File: config.mk
export PLATFORM = sky130hd
export DESIGN_NAME = sqrt_iter_seq
export DESIGN_NICKNAME = d
export VERILOG_FILES = /design/src/rtl/sqrt_iter_seq.sv
export SDC_FILE = /design/constraint.sdc
export NUM_CORES = 1
export LEC_CHECK = 0
export ABC_AREA = 1
export BUFFER_PORTS_ARGS = -buffer_cell sky130_fd_sc_hd__buf_2
export CAP_MARGIN = 20
export CORE_ASPECT_RATIO = 1.25
export CORE_MARGIN = 4
export CORE_UTILIZATION = 58
export CTS_CLUSTER_DIAMETER = 120
export DETAILED_ROUTE_END_ITERATION = 8
export PLACE_DENSITY = 0.79
export SYNTH_ARGS = -nofsm -noshare
export SYNTH_HDL_FRONTEND = slang
export SYNTH_SLANG_ARGS = --single-unit
File: constraint.sdc
create_clock -name clk -period 2 [get_ports clk]
set_input_delay 0.3 -clock clk [delete_from_list [all_inputs] [get_ports clk]]
set_output_delay 0.3 -clock clk [all_outputs]
set_load 0.1 [all_outputs]
File: src/rtl/sqrt_iter_seq.sv
// rtl/sqrt_iter_seq.sv - iterative restoring integer square root, one root bit per clock
// Optional rounding of the root to nearest is enabled by defining SQRT_ROUND_EN.
module sqrt_iter_seq #(
  parameter int WIDTH = 24
) (
  input  logic               clk,
  input  logic               rst_n,
  input  logic               start,
  input  logic [WIDTH-1:0]   radicand,
  output logic               busy,
  output logic               done,
  output logic [WIDTH/2-1:0] root,
  output logic [WIDTH/2:0]   remainder
);

  localparam int H  = WIDTH / 2;
  localparam int RW = H + 2;
  localparam int CW = $clog2(H) + 1;
  localparam logic [CW-1:0] LAST = CW'(H - 1);

  typedef enum logic [1:0] {
    IDLE,
    CALC,
`ifdef SQRT_ROUND_EN
    ROUND,
`endif
    DONE
  } state_t;

  state_t          r_state;
  state_t          w_next;

  logic [WIDTH-1:0] r_rad;
  logic [RW-1:0]    r_rem;
  logic [H-1:0]     r_root;
  logic [CW-1:0]    r_cnt;
  logic [H-1:0]     r_root_out;
  logic [H:0]       r_rem_out;

  logic             w_accept;
  logic             w_last;
  logic [RW-1:0]    w_rem_shift;
  logic [RW-1:0]    w_trial;
  logic [RW:0]      w_sum;
  logic             w_carry;
  logic [RW-1:0]    w_rem_next;
  logic [H-1:0]     w_root_next;
`ifdef SQRT_ROUND_EN
  logic [H-1:0]     w_root_rnd;
`endif

  // busy covers every iterating state; done marks the single result-valid cycle
`ifdef SQRT_ROUND_EN
  assign busy = (r_state == CALC) || (r_state == ROUND);
`else
  assign busy = (r_state == CALC);
`endif
  assign done      = (r_state == DONE);
  assign root      = r_root_out;
  assign remainder = r_rem_out;

  assign w_accept = start && !busy;
  assign w_last   = (r_cnt == LAST);

  // The partial remainder never needs its top two bits after the shift, so the
  // truncation below only drops bits that are known to be zero.
  assign w_rem_shift = RW'({r_rem, r_rad[WIDTH-1:WIDTH-2]});
  assign w_trial     = {r_root, 2'b01};
  // Trial subtraction as addition of the two's complement; carry-out means no borrow.
  assign w_sum       = {1'b0, w_rem_shift} + {1'b0, ~w_trial} + (RW + 1)'(1);
  assign w_carry     = w_sum[RW];
  assign w_rem_next  = w_carry ? w_sum[RW-1:0] : w_rem_shift;
  assign w_root_next = {r_root[H-2:0], w_carry};

`ifdef SQRT_ROUND_EN
  // Round up when radicand is at least root^2 + root + 1, saturating at all-ones.
  assign w_root_rnd = ((r_rem > {2'b00, r_root}) && !(&r_root)) ? r_root + H'(1) : r_root;
`endif

  // State register
  always_ff @(posedge clk or negedge rst_n) begin
    if (!rst_n) begin
      r_state <= IDLE;
    end else begin
      r_state <= w_next;
    end
  end

  // Next-state logic
  always_comb begin
    w_next = r_state;
    case (r_state)
      IDLE: begin
        if (start) w_next = CALC;
      end
      CALC: begin
        if (w_last) begin
`ifdef SQRT_ROUND_EN
          w_next = ROUND;
`else
          w_next = DONE;
`endif
        end
      end
`ifdef SQRT_ROUND_EN
      ROUND: begin
        w_next = DONE;
      end
`endif
      DONE: begin
        w_next = start ? CALC : IDLE;
      end
      default: begin
        w_next = IDLE;
      end
    endcase
  end

  // Datapath: operand capture, one root bit per CALC cycle, result registers
  always_ff @(posedge clk or negedge rst_n) begin
    if (!rst_n) begin
      r_rad      <= '0;
      r_rem      <= '0;
      r_root     <= '0;
      r_cnt      <= '0;
      r_root_out <= '0;
      r_rem_out  <= '0;
    end else if (w_accept) begin
      r_rad  <= radicand;
      r_rem  <= '0;
      r_root <= '0;
      r_cnt  <= '0;
    end else if (r_state == CALC) begin
      r_rad  <= {r_rad[WIDTH-3:0], 2'b00};
      r_rem  <= w_rem_next;
      r_root <= w_root_next;
      r_cnt  <= r_cnt + CW'(1);
`ifndef SQRT_ROUND_EN
      if (w_last) begin
        r_root_out <= w_root_next;
        r_rem_out  <= w_rem_next[H:0];
      end
`endif
    end
`ifdef SQRT_ROUND_EN
    else if (r_state == ROUND) begin
      r_root_out <= w_root_rnd;
      r_rem_out  <= r_rem[H:0];
    end
`endif
  end

endmodule

==> flow_summary.yaml <==
run_status:
  status: "completed"
layout:
  fill_cells: 569
  drive_gt1_frac: 0.2632
  diodes: 0
  fin_nets: 640
  area_growth_syn_to_layout_pct: 22.22
  layout_commonest_cell: "nand2_1"
  multiInputGateArea_um2: 1907
  final_cell_mix: "nand2_1 (181), dfrtp_1 (78), inv_1 (64)"
  layoutNonFillerInstCount: 694
  seqCellArea_um2: 2004
setup_path:
  worst-path-stages: 11
  worstSetupEndpointType: "flop"
  rrSetupSlack_ps: 100
  cp_common_cell: "nand2_1"
  cp_cell_sequence: "inv_1, ha_4, nand2_1, nand2_1, nand2_1, nand2_2, a21oi_4, nand2_4, o21ai_1, buf_4, o21ai_0"
  endpoint: "remainder[1]"
  max_stage_delay_ps: 380
  crit-reg2reg-launch: "r_root[5]"
  critPathKind: "reg -> reg"
  start_kind: "flop"
  critPathLaunch: "r_root[5]"
  crit_fanout: 5
  cp.arrival_ps: 2110
  required_ps: 2220
  crit_buf_inv: 2
  slowest_stage: "dfrtp_1"
  r2r-end: "remainder[1]"
  worst_path_dominant_cell_family: "compound AO/OA/AOI/OAI gates"
  rr_worst_depth: 11
routing:
  routed_wl_um: 10070
  drcViolationCount: 0
  route.vias.total: 3582
  first_pass_iters: 4
  route.antenna.remaining_nets: 0
  routed_via_density: 5.161
  drt_iter0_markers: 133
  wl_per_cell_um: 14.50
synth:
  synth_top_family_by_area: "simple AND/OR/NAND/NOR gates"
  synthCells: 511
  seq_area_frac_synth: 0.4785
  ys_types: 32
  ys_async_sr_fraction: 1.000
  syn_area_um2: 4184
  synthAdderAreaFrac: 0.04187
  ys_warn_count: 0
  synth_compound_area_frac: 0.09689
  synth_simple_gate_area_frac: 0.2733
  synth_edf_count: 0
  synth_ff_type: "dfrtp_1"
  synthXorXnorAreaFrac: 0.01047
  synthMuxAreaShare: 0.004785
  syn_avg_cell_area_um2: 8.188
  ys_ff_latch: 80
  syn-num-nets: 552
floorplanning:
  placementRows: 34
  ioPinCount: 54
  core_um2: 6977
  die_area_um2: 8645
  die_h_um: 103.0
  fp.dieW_um: 83.97
  start_util: 0.5997
clocking:
  cts.reportedPaths.clkPinSlew_ps: 90
  clock_path_buffers: 2
  cts.sinks: 80
  cts-root-buf: "clkbuf_8"
  clock_latency_ps: 340
  htreeDepth: 3
  cts-buffers-inserted: 9
  cts_tree: "done"
timing:
  hold_viol: 0
  rsz0062_at_grt: "no"
  period_share: 0.9478
  setup_violations: 0
  drv_slew: 0
  clock.fmax_mhz: 527.5
  maxSlewHeadroom: 0.6698
  worst_pin_slew_ps: 498.8
  skew_ps: 12.71
  period_minus_slack_ps: 1896
placed_design:
  port_buffers: 53
  dp_cells: 670
  gp_congestion: 0.9406
  dp_hpwl_um: 7407
global_routing:
  grtUsageTotal: 0.2463
  grt_max_degree: 65
  grt-ovfl-total: 0
  antenna_found_initial: 0
  grt_pass1_vias: 3539
  grt_pass1_wl_um: 16670
flow_run:
  drv_cap: 0
min_path:
  holdCritPathClass: "in -> reg"
==> sequential cells by signal, summed over array words and instances (netlist names) <==
register	cells
root	12
r_cnt	5
remainder	13
r_root	12
r_rad	24
r_rem	12
r_state	2
==> logic make-up (layout without fill, tap and decap cells) <==
| group | count (synthesis) | in the layout |
|---|---|---|
| xor gates and xnor gates | 5 | 5 |
| buffers and inverters | 89 | 181 |
| DFF | 80 | 80 |
| adders and majority gates | 14 | 14 |
| muxes | 2 | 2 |
| AOI/OAI and AO/OA | 63 | 63 |
| and+or+nand+nor | 258 | 259 |
==> timing repair <==
action	CTS	global route
cloned	0	1
hold buffers	1	0
gates resized for setup	2	21
setup endpoints to repair	9	24
setup buffers	0	6
pin swaps	0	3
endpoints found under the hold margin	16	0
==> synthesized netlist by cell type (2+ instances only) <==
| library cell | count | area [µm²] |
|---|---|---|
| buf_2 | 7 | 35.03 |
| clkbuf_1 | 8 | 30.03 |
| clkbuf_8 | 2 | 27.53 |
| a21oi_1 | 4 | 20.02 |
| nand4_1 | 6 | 37.54 |
| dfrtp_1 | 80 | 2002 |
| o22ai_1 | 12 | 75.07 |
| inv_1 | 68 | 255.2 |
| o221ai_1 | 12 | 105.1 |
| nor2_4 | 3 | 33.78 |
| nand3_2 | 5 | 50.05 |
| nor2_1 | 17 | 63.81 |
| nand2_1 | 182 | 683.2 |
| o211ai_1 | 8 | 60.06 |
| o21ai_0 | 23 | 115.1 |
| xor2_1 | 5 | 43.79 |
| buf_6 | 2 | 22.52 |
| nand2_2 | 21 | 131.4 |
| mux2i_1 | 2 | 20.02 |
| ha_1 | 14 | 175.2 |
| nand3_1 | 19 | 95.09 |
==> per-layer routing <==
layer / up-vias / track usage / wire [µm]
met4: 0 / 0.1064 / 238
met2: 60 / 0.4495 / 5355
li1: 1807 / - / -
met3: 16 / 0.03517 / 332
met1: 1699 / 0.2921 / 4139
met5: - / 0 / 0
==> worst min-delay path by stage <==
stage / from / to / slack [ps] / cells after the start
2_1_floorplan: rst_n / r_cnt[0] / 4 / 0
6_report: radicand[14] / r_rad[14] / 160 / 3
4_1_cts: radicand[14] / r_rad[14] / 140 / 3
5_1_grt: radicand[14] / r_rad[14] / 150 / 3
3_5_place_dp: rst_n / root[9] / 190 / 1
3_3_place_gp: rst_n / root[9] / 170 / 1
==> area by class of cell <==
cell class	count	share of cell area
multi-input combinational	343	0.3729
sequential	80	0.3920
timing repair buffer	96	0.1214
clock buffer	12	0.03034
clock inverter	4	0.01028
tap	90	0.02202
inverter	69	0.05114
==> through the flow <==
stage          hold slack (ps)  instance area (µm²)  TNS, ps    util  setup slack [ps]
2_1_floorplan            4.409                 4184        0       -             63.55
3_3_place_gp             174.1                 4727   -81.08  0.6775            -41.35
3_5_place_dp             188.4                 4727   -201.2  0.6775            -125.2
4_1_cts                  140.3                 4957        0  0.7105             23.49
5_1_grt                  146.3                 5114        0  0.7330             1.504
6_report                 158.9                 5114        0  0.7330             104.4
==> worst reg2reg max path, stage by stage, from the launching register on <==
cell and delay (ps):
dfrtp_1 380, inv_1 130, ha_4 230, nand2_1 50, nand2_1 60, nand2_1 80
nand2_2 80, a21oi_4 250, nand2_4 110, o21ai_1 190, buf_4 150, o21ai_0 70
Power is not shown: default switching activity piles up to over one toggle a cycle in this logic, so the estimate is an artifact.
